$ cat src/rtl/pattern_life_pkg.sv
// Shared types and constants for the pattern life engine.
// Latency: n/a (declarations and one pure function only).
// Backpressure: n/a.
package pattern_life_pkg;

   typedef enum logic [1:0] {
      ST_IDLE    = 2'd0,
      ST_COMPUTE = 2'd1,
      ST_COMMIT  = 2'd2,
      ST_SEED    = 2'd3
   } state_e;

   // MAX7219 digit registers are addressed 1..8, so digit d uses address d+1.
   localparam logic [3:0]  DIGIT_BASE = 4'd1;

   // Galois mask for x^32 + x^22 + x^2 + x + 1 (right-shifting form).
   localparam logic [31:0] LFSR_TAPS  = 32'h8020_0003;

   // Eight neighbours need a 4-bit count.
   localparam int          NBR_W      = 4;

   function automatic logic [31:0] lfsr_step(input logic [31:0] s);
      return {1'b0, s[31:1]} ^ (s[0] ? LFSR_TAPS : 32'h0);
   endfunction

endpackage

$ cat src/rtl/pattern_life_engine_if.sv
// Control and display bundle between a host and the pattern life engine.
// Latency: n/a (wires only).
// Backpressure: none; the engine drops control pulses it cannot act on.
// master : drives i_AliensArrived/i_Wrap/i_Pause/i_Step, reads display/status.
// slave  : the engine side of the same signals.
interface pattern_life_engine_if #(
   parameter int DISP_ROWS    = 1,
   parameter int DISP_COLUMNS = 1,
   parameter int GEN_WIDTH    = 16
);
   logic                                               i_AliensArrived;
   logic                                               i_Wrap;
   logic                                               i_Pause;
   logic                                               i_Step;
   logic [0:7][DISP_ROWS-1:0][DISP_COLUMNS-1:0][15:0] o_MAX7219_DataStream;
   logic [GEN_WIDTH-1:0]                               o_Generation;
   logic                                               o_Stagnant;

   modport master (
      output i_AliensArrived, i_Wrap, i_Pause, i_Step,
      input  o_MAX7219_DataStream, o_Generation, o_Stagnant
   );

   modport slave (
      input  i_AliensArrived, i_Wrap, i_Pause, i_Step,
      output o_MAX7219_DataStream, o_Generation, o_Stagnant
   );
endinterface

$ cat src/rtl/life_row_next.sv
// B3/S23 next state for one grid row from its two vertical neighbour rows.
// Latency: combinational.
// Backpressure: none.
// Ports: above_i/cur_i/below_i rows (bit c = column c), wrap_i toroidal
//        column edges, nxt_o next row.
module life_row_next
   import pattern_life_pkg::*;
#(
   parameter int W = 8
) (
   input  logic [W-1:0] above_i,
   input  logic [W-1:0] cur_i,
   input  logic [W-1:0] below_i,
   input  logic         wrap_i,
   output logic [W-1:0] nxt_o
);

   // Bit c of a "left" row holds column c-1, of a "right" row column c+1;
   // the edge column is either the opposite edge or a dead cell.
   function automatic logic [W-1:0] sh_l(input logic [W-1:0] v, input logic wr);
      return {v[W-2:0], wr & v[W-1]};
   endfunction

   function automatic logic [W-1:0] sh_r(input logic [W-1:0] v, input logic wr);
      return {wr & v[0], v[W-1:1]};
   endfunction

   function automatic logic [NBR_W-1:0] pop8(input logic [7:0] v);
      logic [NBR_W-1:0] s;
      s = '0;
      for (int i = 0; i < 8; i++) s = s + NBR_W'(v[i]);
      return s;
   endfunction

   logic [W-1:0] a_l, a_r, c_l, c_r, b_l, b_r;
   logic [NBR_W-1:0] cnt;

   assign a_l = sh_l(above_i, wrap_i);
   assign a_r = sh_r(above_i, wrap_i);
   assign c_l = sh_l(cur_i,   wrap_i);
   assign c_r = sh_r(cur_i,   wrap_i);
   assign b_l = sh_l(below_i, wrap_i);
   assign b_r = sh_r(below_i, wrap_i);

   always_comb begin
      nxt_o = '0;
      cnt   = '0;
      for (int c = 0; c < W; c++) begin
         cnt = pop8({a_l[c], above_i[c], a_r[c],
                     c_l[c],             c_r[c],
                     b_l[c], below_i[c], b_r[c]});
         nxt_o[c] = (cnt == NBR_W'(3)) | (cur_i[c] & (cnt == NBR_W'(2)));
      end
   end

endmodule

$ cat src/rtl/pattern_life_engine.sv
// Conway life engine driving a grid of MAX7219 8x8 modules, with LFSR seeding.
// Latency: a trigger at edge k shows the new generation after edge k+H+1.
// Backpressure: none; ticks arriving outside IDLE are dropped.
// Ports: i_Clk, i_Rst (sync, active-high); bus = control inputs
//        (aliens/wrap/pause/step) and display/generation/stagnant outputs.
module pattern_life_engine
   import pattern_life_pkg::*;
#(
   parameter int          DISP_ROWS    = 1,
   parameter int          DISP_COLUMNS = 1,
   parameter int          CLK_FREQ_HZ  = 8,
   parameter int          GEN_RATE_HZ  = 1,
   parameter logic [31:0] LFSR_SEED    = 32'hACE1_2468,
   parameter int          AUTO_RESEED  = 1,
   parameter int          GEN_WIDTH    = 16
) (
   input  logic                 i_Clk,
   input  logic                 i_Rst,
   pattern_life_engine_if.slave bus
);

   localparam int          H         = 8 * DISP_ROWS;
   localparam int          W         = 8 * DISP_COLUMNS;
   localparam int          N         = CLK_FREQ_HZ / GEN_RATE_HZ;
   localparam int          CNT_W     = (N > 1) ? $clog2(N) : 1;
   localparam int          RW        = $clog2(H);
   localparam int          CW        = $clog2(W);
   localparam logic [31:0] SEED_INIT = (LFSR_SEED == 32'h0) ? 32'h1 : LFSR_SEED;

   state_e               state_q, state_d;
   logic [CNT_W-1:0]     pre_q, pre_d;
   logic [31:0]          lfsr_q, lfsr_d;
   logic [GEN_WIDTH-1:0] gen_q, gen_d;
   logic                 stag_q, stag_d;
   logic                 pend_q, pend_d;
   logic                 wrap_q, wrap_d;
   logic [RW-1:0]        row_q, row_d;
   logic [CW-1:0]        col_q, col_d;

   logic [W-1:0] cur_q  [H];
   logic [W-1:0] prev_q [H];
   logic [W-1:0] nxt_q  [H];

   logic         tick, trigger, row_last, col_last, seed_done;
   logic         same_cur, same_prev, stag_now;
   logic [W-1:0] row_up, row_dn, row_nxt;
   logic [0:7][DISP_ROWS-1:0][DISP_COLUMNS-1:0][15:0] ds;

   function automatic logic [W-1:0] glider_row(input int r);
      logic [W-1:0] v;
      v = '0;
      case (r)
         0:       v[1]   = 1'b1;
         1:       v[2]   = 1'b1;
         2:       v[2:0] = 3'b111;
         default: v      = '0;
      endcase
      return v;
   endfunction

   assign tick      = (pre_q == CNT_W'(N - 1));
   assign trigger   = (tick & ~bus.i_Pause) | (bus.i_Step & bus.i_Pause);
   assign row_last  = (row_q == RW'(H - 1));
   assign col_last  = (col_q == CW'(W - 1));
   assign seed_done = row_last & col_last;

   // Vertical neighbours of the row being computed; off-grid rows are dead
   // unless the wrap flag latched for this generation is set.
   always_comb begin
      if (row_q == '0) row_up = wrap_q ? cur_q[H-1] : '0;
      else             row_up = cur_q[row_q - 1'b1];
      if (row_last)    row_dn = wrap_q ? cur_q[0] : '0;
      else             row_dn = cur_q[row_q + 1'b1];
   end

   life_row_next #(.W(W)) u_row (
      .above_i (row_up),
      .cur_i   (cur_q[row_q]),
      .below_i (row_dn),
      .wrap_i  (wrap_q),
      .nxt_o   (row_nxt)
   );

   // Still life when next equals current; period-2 when it equals previous.
   always_comb begin
      same_cur  = 1'b1;
      same_prev = 1'b1;
      for (int r = 0; r < H; r++) begin
         if (nxt_q[r] != cur_q[r])  same_cur  = 1'b0;
         if (nxt_q[r] != prev_q[r]) same_prev = 1'b0;
      end
   end
   assign stag_now = same_cur | same_prev;

   always_comb begin
      state_d = state_q;
      pre_d   = tick ? '0 : pre_q + 1'b1;
      pend_d  = pend_q | bus.i_AliensArrived;
      wrap_d  = wrap_q;
      row_d   = row_q;
      col_d   = col_q;
      lfsr_d  = lfsr_q;
      gen_d   = gen_q;
      stag_d  = stag_q;
      unique case (state_q)
         ST_IDLE: begin
            // A reseed request wins over a simultaneous generation trigger.
            if (pend_d) begin
               state_d = ST_SEED;
            end else if (trigger) begin
               state_d = ST_COMPUTE;
               wrap_d  = bus.i_Wrap;
            end
         end
         ST_COMPUTE: begin
            if (row_last) begin
               row_d   = '0;
               state_d = ST_COMMIT;
            end else begin
               row_d = row_q + 1'b1;
            end
         end
         ST_COMMIT: begin
            gen_d   = gen_q + 1'b1;
            stag_d  = stag_now;
            state_d = ((AUTO_RESEED != 0) && stag_now) ? ST_SEED : ST_IDLE;
         end
         ST_SEED: begin
            lfsr_d = lfsr_step(lfsr_q);
            if (col_last) begin
               col_d = '0;
               if (row_last) begin
                  row_d   = '0;
                  gen_d   = '0;
                  stag_d  = 1'b0;
                  pend_d  = 1'b0;
                  state_d = ST_IDLE;
               end else begin
                  row_d = row_q + 1'b1;
               end
            end else begin
               col_d = col_q + 1'b1;
            end
         end
         default: state_d = ST_IDLE;
      endcase
   end

   always_ff @(posedge i_Clk) begin
      if (i_Rst) begin
         state_q <= ST_IDLE;
         pre_q   <= '0;
         lfsr_q  <= SEED_INIT;
         gen_q   <= '0;
         stag_q  <= 1'b0;
         pend_q  <= 1'b0;
         wrap_q  <= 1'b0;
         row_q   <= '0;
         col_q   <= '0;
         for (int r = 0; r < H; r++) begin
            cur_q[r]  <= glider_row(r);
            prev_q[r] <= '0;
            nxt_q[r]  <= '0;
         end
      end else begin
         state_q <= state_d;
         pre_q   <= pre_d;
         lfsr_q  <= lfsr_d;
         gen_q   <= gen_d;
         stag_q  <= stag_d;
         pend_q  <= pend_d;
         wrap_q  <= wrap_d;
         row_q   <= row_d;
         col_q   <= col_d;
         case (state_q)
            ST_COMPUTE: nxt_q[row_q] <= row_nxt;
            ST_COMMIT: begin
               for (int r = 0; r < H; r++) begin
                  prev_q[r] <= cur_q[r];
                  cur_q[r]  <= nxt_q[r];
               end
            end
            ST_SEED: begin
               cur_q[row_q][col_q] <= lfsr_q[0];
               if (seed_done) begin
                  for (int r = 0; r < H; r++) prev_q[r] <= '0;
               end
            end
            default: ;
         endcase
      end
   end

   // Cell (r,c) lands in module [r/8][c/8], digit r%8, bit 7-(c%8).
   always_comb begin
      ds = '0;
      for (int mr = 0; mr < DISP_ROWS; mr++) begin
         for (int mc = 0; mc < DISP_COLUMNS; mc++) begin
            for (int d = 0; d < 8; d++) begin
               ds[d][mr][mc][15:8] = {4'h0, DIGIT_BASE + 4'(d)};
               for (int b = 0; b < 8; b++) begin
                  ds[d][mr][mc][7-b] = cur_q[mr*8 + d][mc*8 + b];
               end
            end
         end
      end
   end

   assign bus.o_MAX7219_DataStream = ds;
   assign bus.o_Generation         = gen_q;
   assign bus.o_Stagnant           = stag_q;

endmodule

$ cat src/flat_wrapper.sv
// flat-port wrapper written by rule: the top's interface ports become plain ports
module pattern_life_engine_flat import pattern_life_pkg::*;
#(
   parameter int          DISP_ROWS    = 1,
   parameter int          DISP_COLUMNS = 1,
   parameter int          CLK_FREQ_HZ  = 8,
   parameter int          GEN_RATE_HZ  = 1,
   parameter logic [31:0] LFSR_SEED    = 32'hACE1_2468,
   parameter int          AUTO_RESEED  = 1,
   parameter int          GEN_WIDTH    = 16
)
  (i_Clk, i_Rst, bus_i_AliensArrived, bus_i_Wrap, bus_i_Pause, bus_i_Step, bus_o_MAX7219_DataStream, bus_o_Generation, bus_o_Stagnant);
  pattern_life_engine_if #(.DISP_ROWS(DISP_ROWS), .DISP_COLUMNS(DISP_COLUMNS), .GEN_WIDTH(GEN_WIDTH)) bus_i ();
  input  logic i_Clk;
  input  logic i_Rst;
  input wire logic [$bits(bus_i.i_AliensArrived)-1:0] bus_i_AliensArrived;
  input wire logic [$bits(bus_i.i_Wrap)-1:0] bus_i_Wrap;
  input wire logic [$bits(bus_i.i_Pause)-1:0] bus_i_Pause;
  input wire logic [$bits(bus_i.i_Step)-1:0] bus_i_Step;
  output wire logic [$bits(bus_i.o_MAX7219_DataStream)-1:0] bus_o_MAX7219_DataStream;
  output wire logic [$bits(bus_i.o_Generation)-1:0] bus_o_Generation;
  output wire logic [$bits(bus_i.o_Stagnant)-1:0] bus_o_Stagnant;
  assign bus_i.i_AliensArrived = bus_i_AliensArrived;
  assign bus_i.i_Wrap = bus_i_Wrap;
  assign bus_i.i_Pause = bus_i_Pause;
  assign bus_i.i_Step = bus_i_Step;
  assign bus_o_MAX7219_DataStream = bus_i.o_MAX7219_DataStream;
  assign bus_o_Generation = bus_i.o_Generation;
  assign bus_o_Stagnant = bus_i.o_Stagnant;
  pattern_life_engine #(.DISP_ROWS(DISP_ROWS), .DISP_COLUMNS(DISP_COLUMNS), .CLK_FREQ_HZ(CLK_FREQ_HZ), .GEN_RATE_HZ(GEN_RATE_HZ), .LFSR_SEED(LFSR_SEED), .AUTO_RESEED(AUTO_RESEED), .GEN_WIDTH(GEN_WIDTH)) u_core (.i_Clk(i_Clk), .i_Rst(i_Rst), .bus(bus_i));
endmodule
$ cat config.mk
export PLATFORM = sky130hd
export DESIGN_NAME = pattern_life_engine_flat
export DESIGN_NICKNAME = d
export VERILOG_FILES = /design/src/rtl/pattern_life_pkg.sv /design/src/rtl/pattern_life_engine_if.sv /design/src/rtl/life_row_next.sv /design/src/rtl/pattern_life_engine.sv /design/src/flat_wrapper.sv
export SDC_FILE = /design/constraint.sdc
export NUM_CORES = 1
export LEC_CHECK = 0
export ABC_AREA = 1
export CAP_MARGIN = 20
export CORE_MARGIN = 3
export CORE_UTILIZATION = 35
export DETAILED_ROUTE_END_ITERATION = 7
export SKIP_LAST_GASP = 1
export SYNTH_ARGS = -nofsm -noshare
export SYNTH_HDL_FRONTEND = slang
export SYNTH_SLANG_ARGS = --single-unit
export TNS_END_PERCENT = 1
$ cat constraint.sdc
create_clock -name i_Clk -period 5.6 [get_ports i_Clk]
set_clock_uncertainty 0.1 [all_clocks]
set_input_delay 0.56 -clock i_Clk [delete_from_list [all_inputs] [get_ports i_Clk]]
set_output_delay 0.56 -clock i_Clk [all_outputs]
set_load 0.01 [all_outputs]
Yosys cells after proc, flatten, opt, wreduce, memory -nomap -nowiden. Memory sizes are Yosys's and may differ from the RTL's. A register that Yosys moved wholly into a read port is not among the register bits. Index checks and enable logic that the tools add are counted. W data, S select, Z words.

Memories: 3. Memory bits (writable): 192. Memory bits (read-only): 0. Input bits: 6. Output and inout bits: 145. Register bits after elaboration: 62. Bits in latches: 0.

Memory list: u_core.cur_q (words 8, width 8, read ports 11, clocked after Yosys merged registers in 1, wr ports 8, line pattern_life_engine.sv:40) `logic [W-1:0] cur_q [H];`; u_core.nxt_q (words 8, width 8, read ports 8, clocked after Yosys merged registers in 0, wr ports 8, line pattern_life_engine.sv:42) `logic [W-1:0] nxt_q [H];`; u_core.prev_q (words 8, width 8, read ports 8, clocked after Yosys merged registers in 0, wr ports 8, line pattern_life_engine.sv:41) `logic [W-1:0] prev_q [H];`.

Eq/ne operators: 42. $mul: 0. Multiplexer cells: 95. Add/subtract/negate cells: 61. Bitwise gates (word level): 55. Order comparisons: 2. Shift operators: 0. Divide/modulo/power cells: 0. Reduce and logical (&&, ||, !) cells: 12.

Operators by type and width (number): $mux W8 (33); $add A4 B1 Y4 (32); $ne A8 B8 Y1 (16); $eq A4 B2 Y1 const B (16); $mux W1 (38); $or A1 B1 Y1 (35); $add A3 B1 Y4 (8); $mux W16 (2); $mux W32 (1); $pmux W16 S2 (1); $xor A31 B32 Y32 (1); $add A2 B1 Y3 (8); $mux W3 (8); $and A1 B1 Y1 (17); $add A1 B1 Y2 (8); $add A16 B1 Y16 const B (1); $reduce_or A8 Y1 (2); $mux W2 (6); $add A3 B1 Y3 const B (3); $eq A3 B3 Y1 const B (3); $pmux W2 S4 (1); $mux W7 (1); $ne A2 B1 Y1 const B (3); $pmux W3 S2 (1); other kinds (18) (22).

Depth between registers and ports, before layout. Gate-level depths: netlist of run 1. An unclocked memory read counts as a cell.

Word-level depth: 15. Mapped depth: 23. Gate-level depth less buffers: 20.

By module. Synthesis of run 1 repeated with hierarchy kept, for this count alone.

Cell total of the unflattened synthesis: 2183. Area total of the unflattened synthesis: 16124.2 um2.

By module, submodules not included: pattern_life_engine (seq. area each 6746.5 um2, cells each 1996, area an instance 14664.1 um2, times used 1); life_row_next (seq. area each 0.0 um2, cells each 187, area an instance 1460.2 um2, times used 1).

Least setup slack after synthesis of run 1. No wires, ideal clock.

Path type: reg-to-reg. Start point: register u_core.row_q[1]. End point: memory u_core.nxt_q[0][3], data pin. Stages on the path, launching flop included: 21. Path buffers: 4. Data arrival time: 4581 ps. Slack: 657 ps. Required time: 5237 ps. Library setup time: 263 ps. Path through: dfxtp_1 > buf_4 > clkinv_1 > ha_1 > buf_2 > clkbuf_1 > buf_1 > nor2_1 > o21ai_0 > o22ai_1 > fa_1 > inv_1 > fa_1 > inv_1 > fa_1 > ha_1 > fa_1 > nand2_1 > a211oi_1 > o221ai_4 > nor2_1.

RTL lines: start: declaration (line pattern_life_engine.sv:37) `logic [RW-1:0] row_q, row_d;`; start signal: assignment (line pattern_life_engine.sv:173) `row_q <= row_d;`; end: declaration (line pattern_life_engine.sv:42).

==> results.toml, run 1 <==
[layout]
syn_to_final_growth_pct = 13.7
drive_gt1_share_pct = 6.50
antenna_cells = 0
fin_nets = 2281
fin_util_pct = 40.8

[power_and_ir_drop]
power.switching_w = 0.00468
pwr-share-seq_pct = 25.2
p_leak_nw = 7.81
clockPowerShare_pct = 18.7
p_sw_share_pct = 48.0
intPower_w = 0.00507
ir_worst_vdd_v = 0.000709
powerDensity_nw_per_um2 = 533
p_comb_share_pct = 56.0

[yosys]
synth_edf_count = 160
netlist_instances = 2136
syn_avg_cell_area_um2 = 7.53
async_reset_ff_share_pct = 0
ys_ff_latch = 257
ys.flop_type = "edfxtp_1"
synthDistinctLibCells = 49
netlist_area_um2 = 16100
yosysSeqAreaShare_pct = 41.9
yosysWarningCount = 0

[floorplanning]
fp.dieH_um = 220
io_pins = 151
die_x_um = 220
core_area_um2 = 44800
start_util_pct = 35.9
rows = 77
die-area_um2 = 48600

[route]
ant_nets = 0
drt_iter0_drc = 1396
wl_per_cell_um = 18.6
drc_errors = 0
avgViaCountPerCell = 5.03
drt-total-wl_mm = 52.6
num_vias = 14200
drt_first_pass_iters = 6

[timing]
period_minus_slack_ns = 5.24
setup_tns_ns = 0
tightest_slew_ns = 1.08
fmax_mhz = 191
maxSlewHeadroom_pct = 28.0
timing.final.crit_share_pct = 93.6
slew_viol_final = 0
hold_viol_final = 0
rsz0062_at_grt = "false"
finalSetupViolCount = 0

[place]
portBuffers = 86
place_congestion = 0.939
dp_hpwl_mm = 38.5

[global_route]
grt_pass1_wl_mm = 79.8
grt_pass1_vias = 13400
grt_use_total_pct = 21.6
overflow = 0
antenna_found_initial = 0
grt_max_degree = 101

[cts]
cts_tree = "done"
cts_setup_buffers = 0
numCtsBuffers = 29
root_buffer = "clkbuf_16"
path_clk_slew_ns = 0.06
cts_sinks = 257
post_cts_resized = 0
clock_latency_ns = 0.58
hold_buffers = 0
cts_htree_levels = 1
clockBufferDepth = 3

[worst_hold_path]
min_from = "u_core.pre_q[0]"
worstHoldPathType = "reg2reg"

[worst_setup_path]
crit_type = "reg2reg"
critical_path.top_delay_family = "adder cells"
cp_slowest_cell = "ha_1"
cpMostUsedCell = "fa_1"
max_stage_delay_ns = 0.52
required_ns = 5.81
regToRegStartpoint = "u_core.row_q[1]"
crit_path_end_kind = "flip-flop"
crit_chain = "ha_1 > ha_1 > o21ai_0 > o21ai_0 > o22ai_1 > buf_4 > fa_1 > inv_1 > fa_1 > inv_1 > fa_1 > ha_1 > fa_1 > nand4_1 > o21ai_0 > o211ai_2 > buf_4 > nor2_1"
worstPathArrival_ns = 5.45
crit_path_start = "u_core.row_q[1]"
crit_path_start_kind = "flip-flop"
worst-path-max-fanout = 9
crit_buf_inv = 4

[job]
drv_cap = 0

[status]
outcome = "completed"
==> path summary, 6_finish.rpt <==
| kind | to | slack (ns) | depth (start not counted) |
|---|---|---|---|
| worst min register to register | u_core.pre_q[0] | 0.33 | 1 |
| worst min-delay path | u_core.pre_q[0] | 0.33 | 1 |
| worst max register to register | u_core.nxt_q[1][2] | 0.36 | 18 |
| worst max-delay path | u_core.nxt_q[1][2] | 0.36 | 18 |
==> Yosys cell counts (all sizes together) (6+ instances only) <==
cell	instances	area, um^2
a21oi	85	429
a31oi	6	56.3
buf	110	726
clkbuf	32	120
dfxtp	97	1940
edfxtp	160	4800
fa	32	641
ha	33	413
inv	264	991
nand2	637	2430
nand3	57	285
nand4	10	62.6
nor2	294	1190
nor3	15	133
o21ai	182	937
o221ai	8	105
o22ai	62	388
xor2	28	245
==> cells by family after synthesis <==
logic type / synth area share (%)
buffers and inverters: 11.5
DFF: 41.9
other: 0.0467
xor gates and xnor gates: 1.75
adders and majority gates: 6.55
and+or+nand+nor: 25.7
AOI/OAI and AO/OA: 12.6
==> area by class of cell <==
class	instances	area, um^2
fillers	4577	26500
multi-input cells	1532	7750
flip-flops and latches	257	6750
repair buffers	123	1180
inverters	267	1000
clock buffers	36	762
well taps	592	741
clock inverters	16	123
==> layout by cell type, fill, tap and decap left out, types with 8 or more instances in the layout <==
cell type,n
conb_1,64
a21oi_1,84
o21ai_0,158
clkdlybuf4s50_1,86
nand2_2,10
o22ai_1,62
buf_4,34
nand3_1,57
edfxtp_1,160
dfxtp_1,95
fa_1,32
clkbuf_16,29
xor2_1,28
nor2_4,12
ha_1,33
nand2_1,625
nor2_1,278
nand4_1,10
o21ai_1,17
inv_1,257
clkinv_2,8
==> sequential cells by signal, indices dropped and copies added, names as in the netlist, 2 cells and up, named ones only <==
| signal | flops |
|---|---|
| u_core.lfsr_q | 32 |
| u_core.nxt_q | 64 |
| u_core.row_q | 3 |
| u_core.state_q | 2 |
| u_core.prev_q | 64 |
| u_core.col_q | 3 |
| u_core.pre_q | 3 |
| u_core.cur_q | 64 |
| u_core.bus.o_Generation | 16 |
==> worst reg2reg max path, delay by kind of cell (launching register included) <==
| family | cells | cell delay, ns |
|---|---|---|
| AOI/OAI and AO/OA | 5 | 0.97 |
| adders and majority gates | 7 | 2.78 |
| buffers and inverters | 4 | 0.60 |
| DFF | 1 | 0.37 |
| and+or+nand+nor | 2 | 0.18 |
==> power by group through the flow <==
stage          combinational (W)  sequential, W  clock (W)
4_1_cts                  0.00545        0.00246    0.00186
2_1_floorplan            0.00311        0.00243          0
3_3_place_gp             0.00525        0.00249          0
5_1_grt                  0.00594        0.00249    0.00194
6_report                 0.00547        0.00246    0.00183
3_5_place_dp             0.00543        0.00250          0
==> per-layer routing <==
layer	up-vias	share of wire (%)	global-route usage (%)
met3	103	5.8	2.80
li1	6891	-	-
met4	0	3.9	7.30
met2	506	47	36.2
met5	-	0	0
met1	6711	43	28.9
==> metrics by stage <==
step | setup WS [ns] | total power (W) | hold WS (ns) | cells | area, um^2
2_1_floorplan | 0.657 | 0.00554 | 0.297 | 2198 | 16300
3_3_place_gp | 0.362 | 0.00774 | 0.305 | 2771 | 17400
3_5_place_dp | 0.230 | 0.00793 | 0.330 | 2771 | 17400
4_1_cts | 0.218 | 0.00977 | 0.338 | 2823 | 18300
5_1_grt | 0.00347 | 0.0104 | 0.357 | 2823 | 18300
6_report | 0.361 | 0.00975 | 0.333 | 2823 | 18300
(Power assumes the default switching activity.)
==> run 2, diff against run 1 <==
--- a/config.mk
+++ b/config.mk
@@ -6,7 +6,6 @@
 export NUM_CORES = 1
 export LEC_CHECK = 0
 export ABC_AREA = 1
-export CAP_MARGIN = 20
 export CORE_MARGIN = 3
 export CORE_UTILIZATION = 35
 export DETAILED_ROUTE_END_ITERATION = 7
==> constraint.sdc (replaced) <==
create_clock -name i_Clk -period 4.37 [get_ports i_Clk]
set_clock_uncertainty 0.1 [all_clocks]
set_input_delay 0.437 -clock i_Clk [delete_from_list [all_inputs] [get_ports i_Clk]]
set_output_delay 0.437 -clock i_Clk [all_outputs]
set_load 0.01 [all_outputs]
==> run 2 against run 1 <==
Compared with the run above: the run now ends with setup timing left; combinational power is 67% higher; critical path depth is 6 higher; sequential power is 25% higher; clock power is 48% higher; setup slack worse by 0.49 ns; core utilization is 5.3 points higher; global-route usage is 0.79 points higher; sequential cell count stayed put; via count is 7.6% higher; sequential share of layout area is 4.2 points lower; first-iteration DRC count is 2.9% higher; register-to-register slack worse by 0.49 ns; highest routed layer unchanged.
==> results.toml, run 2 (synthesized netlist as in run 1, its figures left out) <==
[timing]
worst_hold_slack_ns = 0.320
setup_tns_ns = -6.13
hold_viol_final = 0
tightest_slew_ns = 1.03
maxSlewHeadroom_pct = 30.5
finalSetupViolCount = 64
fmax_mhz = 222
slew_viol_final = 0
rsz0062_at_grt = "true"
period_minus_slack_ns = 4.50
setup_slack_ns = -0.132
timing.final.crit_share_pct = 103

[worst_hold_path]
hold_depth = 1
worstHoldPathType = "reg2reg"

[floorplanning]
fp.dieH_um = 220
start_util_pct = 35.9
die_x_um = 220
io_pins = 151
rows = 77
core_area_um2 = 44800
die-area_um2 = 48600

[global_route]
antenna_found_initial = 0
grt_max_degree = 65
grt_use_total_pct = 22.4
grt_pass1_wl_mm = 83.8
grt_pass1_vias = 14600
overflow = 0

[power_and_ir_drop]
p_leak_nw = 9.04
ir_worst_vdd_v = 0.000992
powerDensity_nw_per_um2 = 720

[layout]
n_fill_cell = 4455
syn_to_final_growth_pct = 28.6
drive_gt1_share_pct = 18.7
largestRegisters = "u_core.cur_q (64), u_core.nxt_q (64), u_core.prev_q (64)"
regArea_um2 = 6760
fin_util_pct = 46.2
antenna_cells = 0
fin_area_um2 = 20700
final_cell_mix = "nand2_1, nor2_1, inv_1"
fin_nets = 2496
mostFrequentLayoutCell = "nand2_1"
multi_input_area_um2 = 8110

[route]
avgViaCountPerCell = 5.03
ant_nets = 0
drt_first_pass_iters = 5
drc_errors = 0
num_vias = 15300
drt_iter0_drc = 1436
drt-total-wl_mm = 55.1
wl_per_cell_um = 18.1

[status]
outcome = "complete, but fails checks"
failed_checks = "setup timing"

[cts]
cts_sinks = 257
root_buffer = "clkbuf_16"
clockBufferDepth = 3
cts_htree_levels = 1
cts_tree = "done"
hold_buffers = 0
clock_latency_ns = 0.60
numCtsBuffers = 30
path_clk_slew_ns = 0.07

[worst_setup_path]
crit_path_end_kind = "flip-flop"
required_ns = 4.72
crit_path_start_kind = "flip-flop"
r2r_cells = 24
reg2reg_slack_ns = -0.13
crit_type = "reg2reg"
worst-path-max-fanout = 10
worstPathArrival_ns = 4.85

[job]
drv_cap = 0

[place]
portBuffers = 86
placed_area_um2 = 19000
dp_hpwl_mm = 40.7
place_congestion = 0.933
run 2: cell types whose count changed in the layout (fill, tap and decap cells not counted), moves of 12 or more:
cell / previous run / this run
buf_4: 34 / 231
o21ai_0: 158 / 111
o21ai_1: 17 / 45
nor2_1: 278 / 256
o21ai_2: 7 / 25
nor2_2: 4 / 20
ha_1: 33 / 21
run 2: cell type report:
type                    instances  area share (%)
clock inverters                11           0.562
repair buffers                336            14.3
repair inverters                1          0.0302
inverters                     267            4.97
multi-input cells            1532            39.2
flip-flops and latches        257            32.6
well taps                     592            3.58
clock buffers                  45            4.74
run 2: what timing repair did:
| action | 4_1_cts | 5_1_grt |
|---|---|---|
| pin swaps | 46 | 19 |
| resized for setup | 101 | 37 |
| buffers inserted | 27 | 1 |
| endpoints found under the setup margin | 64 | 64 |
| cloned | 3 | 0 |
run 2: where the power goes:
part	internal, W	total [W]	switching (W)
logic	0.00381	0.00911	0.00531
clock network	0.00162	0.00271	0.00109
registers	0.00288	0.00308	0.000209
run 2: critical path, stage by stage (launching register included):
cell      delay [ns]
dfxtp_4         0.40
clkinv_8        0.06
ha_4            0.38
buf_6           0.14
buf_16          0.12
nor2_2          0.05
o221ai_2        0.20
o21ai_2         0.10
buf_4           0.14
buf_4           0.12
buf_4           0.13
buf_4           0.13
buf_4           0.12
buf_4           0.12
buf_4           0.12
buf_4           0.12
buf_4           0.13
fa_1            0.46
ha_2            0.20
fa_2            0.53
o21ai_2         0.05
a21oi_2         0.11
o21ai_2         0.10
buf_12          0.16
nor2_2          0.09
run 2: metal layers:
layer / part of all wire (%) / GRT usage [%] / wire length (um) / vias up
met2: 47 / 37.5 / 26100 / 604
met4: 3.4 / 7.45 / 1900 / 0
met3: 7.0 / 2.71 / 3860 / 107
met5: 0 / 0 / 0 / -
li1: - / - / - / 7344
met1: 42 / 30.1 / 23300 / 7236
run 2: path summary, 6_finish.rpt:
kind,start,endpoint
worst max-delay path,u_core.row_q[1],u_core.nxt_q[2][7]
worst min-delay path,u_core.pre_q[0],u_core.pre_q[0]
worst max register to register,u_core.row_q[1],u_core.nxt_q[2][7]
worst min register to register,u_core.pre_q[0],u_core.pre_q[0]
run 2: metrics by stage:
step                std cells  total power (W)  setup WS (ns)
floorplan                2198          0.00718       -0.00403
global placement         2954           0.0111         -0.299
detailed placement       2954           0.0113         -0.360
CTS                      3040           0.0147        -0.0877
global route             3041           0.0157         -0.265
finish                   3041           0.0149         -0.132
